===== src/rtl/instr_fetch_unit.sv =====
// Instruction fetch stage: owns the PC, fetches words over a req/ack handshake
// and holds the current instruction for one or more EXEC cycles.
// Optional feature macro: FETCH_TIMEOUT_EN adds a fetch watchdog that raises a
// sticky fetch_err and parks the unit when memory never acknowledges.
module instr_fetch_unit #(
   parameter logic [31:0] PC_RESET    = 32'h0000_0000,
   parameter int unsigned TIMEOUT_CYC = 16
) (
   input  logic        clk,
   input  logic        rst_n,
   input  logic        stall,
   input  logic        branch,
   input  logic        zero,
   input  logic        jump,
   output logic        imem_req,
   output logic [31:0] imem_addr,
   input  logic        imem_ack,
   input  logic [31:0] imem_rdata,
   output logic [31:0] instr,
   output logic [5:0]  op,
   output logic        instr_valid,
   output logic [31:0] pc,
   output logic [31:0] pc_plus4,
   output logic        fetch_err
);

   typedef enum logic [1:0] {ST_IDLE, ST_FETCH, ST_EXEC, ST_HALT} state_t;

   // Word alignment is forced on the reset vector so imem_addr[1:0] stays 0.
   localparam logic [31:0] PC_INIT = {PC_RESET[31:2], 2'b00};

   // A zero-cycle watchdog would make every fetch fail immediately.
   if (TIMEOUT_CYC < 1) begin : g_bad_timeout
      $error("instr_fetch_unit: TIMEOUT_CYC must be at least 1");
   end

   state_t      state_q, state_d;
   logic [31:0] pc_q, pc_d;
   logic [31:0] instr_q, instr_d;
   logic        imem_req_q, imem_req_d;
   logic        instr_valid_q, instr_valid_d;
   logic [31:0] pc_plus4_w;
   logic [31:0] br_off;
   logic [31:0] next_pc;
   logic        ack_taken;

`ifdef FETCH_TIMEOUT_EN
   localparam int CNT_W = $clog2(TIMEOUT_CYC + 1);
   localparam logic [CNT_W-1:0] CNT_LAST = CNT_W'(TIMEOUT_CYC - 1);
   logic [CNT_W-1:0] cnt_q, cnt_d;
   logic             fetch_err_q, fetch_err_d;
`endif

   assign ack_taken = imem_ack & imem_req_q;

   // Next-PC selection: jump beats a taken branch, otherwise fall through.
   always_comb begin
      pc_plus4_w = pc_q + 32'd4;
      br_off     = {{14{instr_q[15]}}, instr_q[15:0], 2'b00};
      if (jump) begin
         next_pc = {pc_plus4_w[31:28], instr_q[25:0], 2'b00};
      end else if (branch && zero) begin
         next_pc = pc_plus4_w + br_off;
      end else begin
         next_pc = pc_plus4_w;
      end
   end

   // FSM next-state and registered-output computation.
   always_comb begin
      state_d       = state_q;
      pc_d          = pc_q;
      instr_d       = instr_q;
      imem_req_d    = imem_req_q;
      instr_valid_d = instr_valid_q;
`ifdef FETCH_TIMEOUT_EN
      cnt_d         = cnt_q;
      fetch_err_d   = fetch_err_q;
`endif
      case (state_q)
         ST_IDLE: begin
            state_d    = ST_FETCH;
            imem_req_d = 1'b1;
`ifdef FETCH_TIMEOUT_EN
            cnt_d      = '0;
`endif
         end
         ST_FETCH: begin
            if (ack_taken) begin
               instr_d       = imem_rdata;
               state_d       = ST_EXEC;
               imem_req_d    = 1'b0;
               instr_valid_d = 1'b1;
            end
`ifdef FETCH_TIMEOUT_EN
            else if (cnt_q == CNT_LAST) begin
               state_d     = ST_HALT;
               imem_req_d  = 1'b0;
               fetch_err_d = 1'b1;
            end else begin
               cnt_d = cnt_q + 1'b1;
            end
`endif
         end
         ST_EXEC: begin
            // Branch/jump/zero only matter on the cycle the instruction retires.
            if (!stall) begin
               pc_d          = next_pc;
               state_d       = ST_FETCH;
               imem_req_d    = 1'b1;
               instr_valid_d = 1'b0;
`ifdef FETCH_TIMEOUT_EN
               cnt_d         = '0;
`endif
            end
         end
         ST_HALT: begin
            // Parked after a fetch timeout; only reset leaves this state.
            imem_req_d    = 1'b0;
            instr_valid_d = 1'b0;
         end
         default: begin
            state_d = ST_IDLE;
         end
      endcase
   end

   // State registers with synchronous active-low reset.
   always_ff @(posedge clk) begin
      if (!rst_n) begin
         state_q       <= ST_IDLE;
         pc_q          <= PC_INIT;
         instr_q       <= 32'h0;
         imem_req_q    <= 1'b0;
         instr_valid_q <= 1'b0;
`ifdef FETCH_TIMEOUT_EN
         cnt_q         <= '0;
         fetch_err_q   <= 1'b0;
`endif
      end else begin
         state_q       <= state_d;
         pc_q          <= pc_d;
         instr_q       <= instr_d;
         imem_req_q    <= imem_req_d;
         instr_valid_q <= instr_valid_d;
`ifdef FETCH_TIMEOUT_EN
         cnt_q         <= cnt_d;
         fetch_err_q   <= fetch_err_d;
`endif
      end
   end

   assign imem_req    = imem_req_q;
   assign imem_addr   = {pc_q[31:2], 2'b00};
   assign instr       = instr_q;
   assign op          = instr_q[31:26];
   assign instr_valid = instr_valid_q;
   assign pc          = pc_q;
   assign pc_plus4    = pc_plus4_w;
`ifdef FETCH_TIMEOUT_EN
   assign fetch_err   = fetch_err_q;
`else
   assign fetch_err   = 1'b0;
`endif

endmodule


===== config.mk =====
export PLATFORM = sky130hd
export DESIGN_NAME = instr_fetch_unit
export DESIGN_NICKNAME = d
export VERILOG_FILES = /design/src/rtl/instr_fetch_unit.sv
export SDC_FILE = /design/constraint.sdc
export NUM_CORES = 1
export LEC_CHECK = 0
export CORE_AREA = 2 2 107 109
export CTS_CLUSTER_SIZE = 30
export DETAILED_ROUTE_END_ITERATION = 7
export DIE_AREA = 0 0 109 111
export PLACE_DENSITY = 0.84
export SYNTH_ARGS = -nofsm -noshare
export SYNTH_HDL_FRONTEND = slang
export SYNTH_SLANG_ARGS = --single-unit

===== constraint.sdc =====
create_clock -name clk -period 6.6 [get_ports clk]
set_input_delay 1.32 -clock clk [delete_from_list [all_inputs] [get_ports clk]]
set_output_delay 1.32 -clock clk [all_outputs]
set_load 0.005 [all_outputs]

==> summary.txt <==
Die H -> 111 µm
wl on met1 -> 6.80 mm
Critical Path AT -> 3270 ps
commonest non-fill, non-tap cells in the layout -> 168 x clkdlybuf4s50_1, 133 x nand2_1, 79 x a21oi_1
first-pass GRT wire length -> 25.5 mm
post-route ant nets -> 0
synthesized area -> 5310 µm²
worst hold path stage count -> 2
asr flop ratio synth -> 0
gr usage total -> 0.264
Top Ports -> 176
clock sink count -> 66
measured slew at the worst slew-check pin -> 839 ps
YS warnings -> 0
max cap viols -> 0
# setup viols final -> 0
max-slew violations -> 0
starting DRC count in detailed routing -> 362
Hold WC Path Type -> reg2reg
share of layout cells above drive strength 1 -> 0.0458
Fin Hold WS -> 474 ps
Slew headroom -> 0.439
Residual DRC -> 0
initial antenna violation count -> 0
setup ws final -> 2010 ps
r2r startpoint -> pc[2]
clk slew on worst S/H paths -> 60 ps
Die Span X -> 109 µm
Final nets -> 900
status -> complete, no violations
fmax -> 218 MHz
grt ovf -> 0
Largest stage delay, worst path -> 590 ps
Setup WS pre-CTS -> 2450 ps
most used cell, CP -> nand2_1
Critical Path Source -> pc[2]
Leak Pwr -> 2.72 nW
Hold Startpoint -> instr[31]
slowest CP cell -> clkdlybuf4s50_1
vias post-DR -> 5561
TNS Setup -> 0 ps
Die Footprint -> 12100 µm²
vias in the first global route -> 5138
H-tree depth -> 3
met3 wire length -> 1.36 mm
HPWL after DPL -> 12.1 mm
number of synthesized register bits -> 66
post-CTS setup buffer count -> 0
critical path cell sequence -> ha_1, nand4_1, nor2b_1, nand2_1, nor2_1, nand2_1, xnor2_1, clkdlybuf4s50_1
final WL -> 16.2 mm
post-synthesis cell type count -> 65
CP Class -> reg2out
Max VDD drop -> 0.000166 V
n_diodes -> 0
endpoints failing hold -> 0
drt wl/cell -> 16.7 µm
Seq/Total Area, Yosys -> 0.249
clk buf depth -> 2
Post-synth EDFFs -> 0
Required @ worst endpoint -> 5280 ps
cts repair resizes -> 0
Reg area -> 1320 µm²
CTS tree -> yes
WL met2 -> 7.67 mm
Starting Density -> 0.480
Avg Vias per Cell -> 5.72
top_reg_cell synth -> dfxtp_1
Power Density -> 146 nW/µm²
most common cell after layout, fill and taps aside -> clkdlybuf4s50_1
filler cell count -> 1004
largest net degree at the start of global routing -> 47
Worst Skew -> 6.45 ps
Worst R2R Path Depth -> 14
hold_buf cts -> 0
Multi-input gate area -> 3490 µm²
RePlAce Congestion -> 0.927
Worst-Skew Late Latency -> 330 ps
port bufs -> 168
row cnt -> 39
Avg Inst Size Synth -> 7.48 µm²
worst-path maximum fanout -> 8
core area -> 11100 µm²
period utilization -> 0.695
RSZ-0062 raised after global routing -> no
P&R area growth vs syn -> 32.6%
CTS buffer count -> 9
router iterations before antenna repair -> 5
crit path time final -> 4590 ps
Mapped Cells -> 710
Root Buffer Master -> clkbuf_16
CP Launch Type -> flop
top sig layer -> met4
nature of the critical path endpoint -> output pin
## stage by stage
| step | area (µm²) | instances | util | power [mW] |
|---|---|---|---|---|
| 6_report | 7050 | 972 | 0.636 | 1.03 |
| 5_1_grt | 7050 | 972 | 0.636 | 1.06 |
| 4_1_cts | 7050 | 972 | 0.636 | 1.03 |
| 3_5_place_dp | 6760 | 956 | 0.610 | 0.571 |
| 3_3_place_gp | 6760 | 956 | 0.610 | 0.569 |
| 2_1_floorplan | 5340 | 716 | - | 0.506 |
## flip-flops by register name (all words and copies together) (netlist names)
register and cells:
instr 32, instr_valid 1, state_q 2, imem_req 1, pc 30
## report_power, final
group	leakage, nW	internal (mW)	total (mW)	switching (mW)
clock network	0.135	0.261	0.462	0.202
registers	0.534	0.409	0.423	0.0139
logic	2.05	0.0709	0.142	0.0708
total	2.72	0.740	1.03	0.286
## logic make-up (layout without fill, tap and decap cells)
kind of cell,Yosys count,in the layout,share of synthesized area
adder cells (fa/ha/maj),37,37,0.0885
buffers and inverters,88,201,0.100
flip-flops,66,66,0.249
multiplexers,4,4,0.00754
AND/OR/NAND/NOR,254,254,0.213
AO/OA/AOI/OAI,209,209,0.256
XOR/XNOR,51,51,0.0855
other,1,7,0.000706
## final cells by class
| cell class | instances | share of cell area |
|---|---|---|
| inverters | 11 | 0.00586 |
| repair buffers | 174 | 0.245 |
| multi-input cells | 562 | 0.496 |
| clock buffers | 9 | 0.0320 |
| flip-flops and latches | 66 | 0.187 |
| clock inverters | 7 | 0.00870 |
| well taps | 143 | 0.0254 |
## path summary, 6_finish.rpt
path | to | slack (ps)
worst max-delay path | pc_plus4[26] | 2010
worst min-delay path | instr[31] | 470
worst max register to register | pc[31] | 2200
worst min register to register | instr[31] | 470
## critical path: cells and delay by family (launching register included)
| family | cells | cell delay, ps |
|---|---|---|
| fa+ha+maj | 1 | 260 |
| buf+inv | 1 | 590 |
| simple gates | 5 | 1170 |
| xor+xnor | 1 | 400 |
| flops | 1 | 510 |
## per-layer routing
metal,vias up,track usage
met3,33,0.0417
met2,243,0.427
met1,2578,0.353
li1,2707,-
met5,-,0
met4,0,0.0915
## cell usage after synthesis (5+ instances only)
library cell	n	area, µm²
a211oi_1	15	113
ha_1	36	450
or3_1	6	37.5
and3_1	6	37.5
o21ai_0	24	120
xor2_1	25	219
o211ai_1	15	113
a31oi_1	5	31.3
a21o_1	14	105
dfxtp_1	66	1320
a21oi_1	79	395
nor2_1	47	176
nand3_1	15	75.1
nand4_1	11	68.8
and2_1	5	31.3
clkbuf_1	28	105
nand2_1	133	499
xnor2_1	25	219
o22ai_1	8	50.1
nor3_1	11	55.1
buf_4	43	323
inv_1	10	37.5
o21ai_1	7	35.0
o21bai_1	5	37.5
Note: power is estimated with default switching activity, not from simulation.
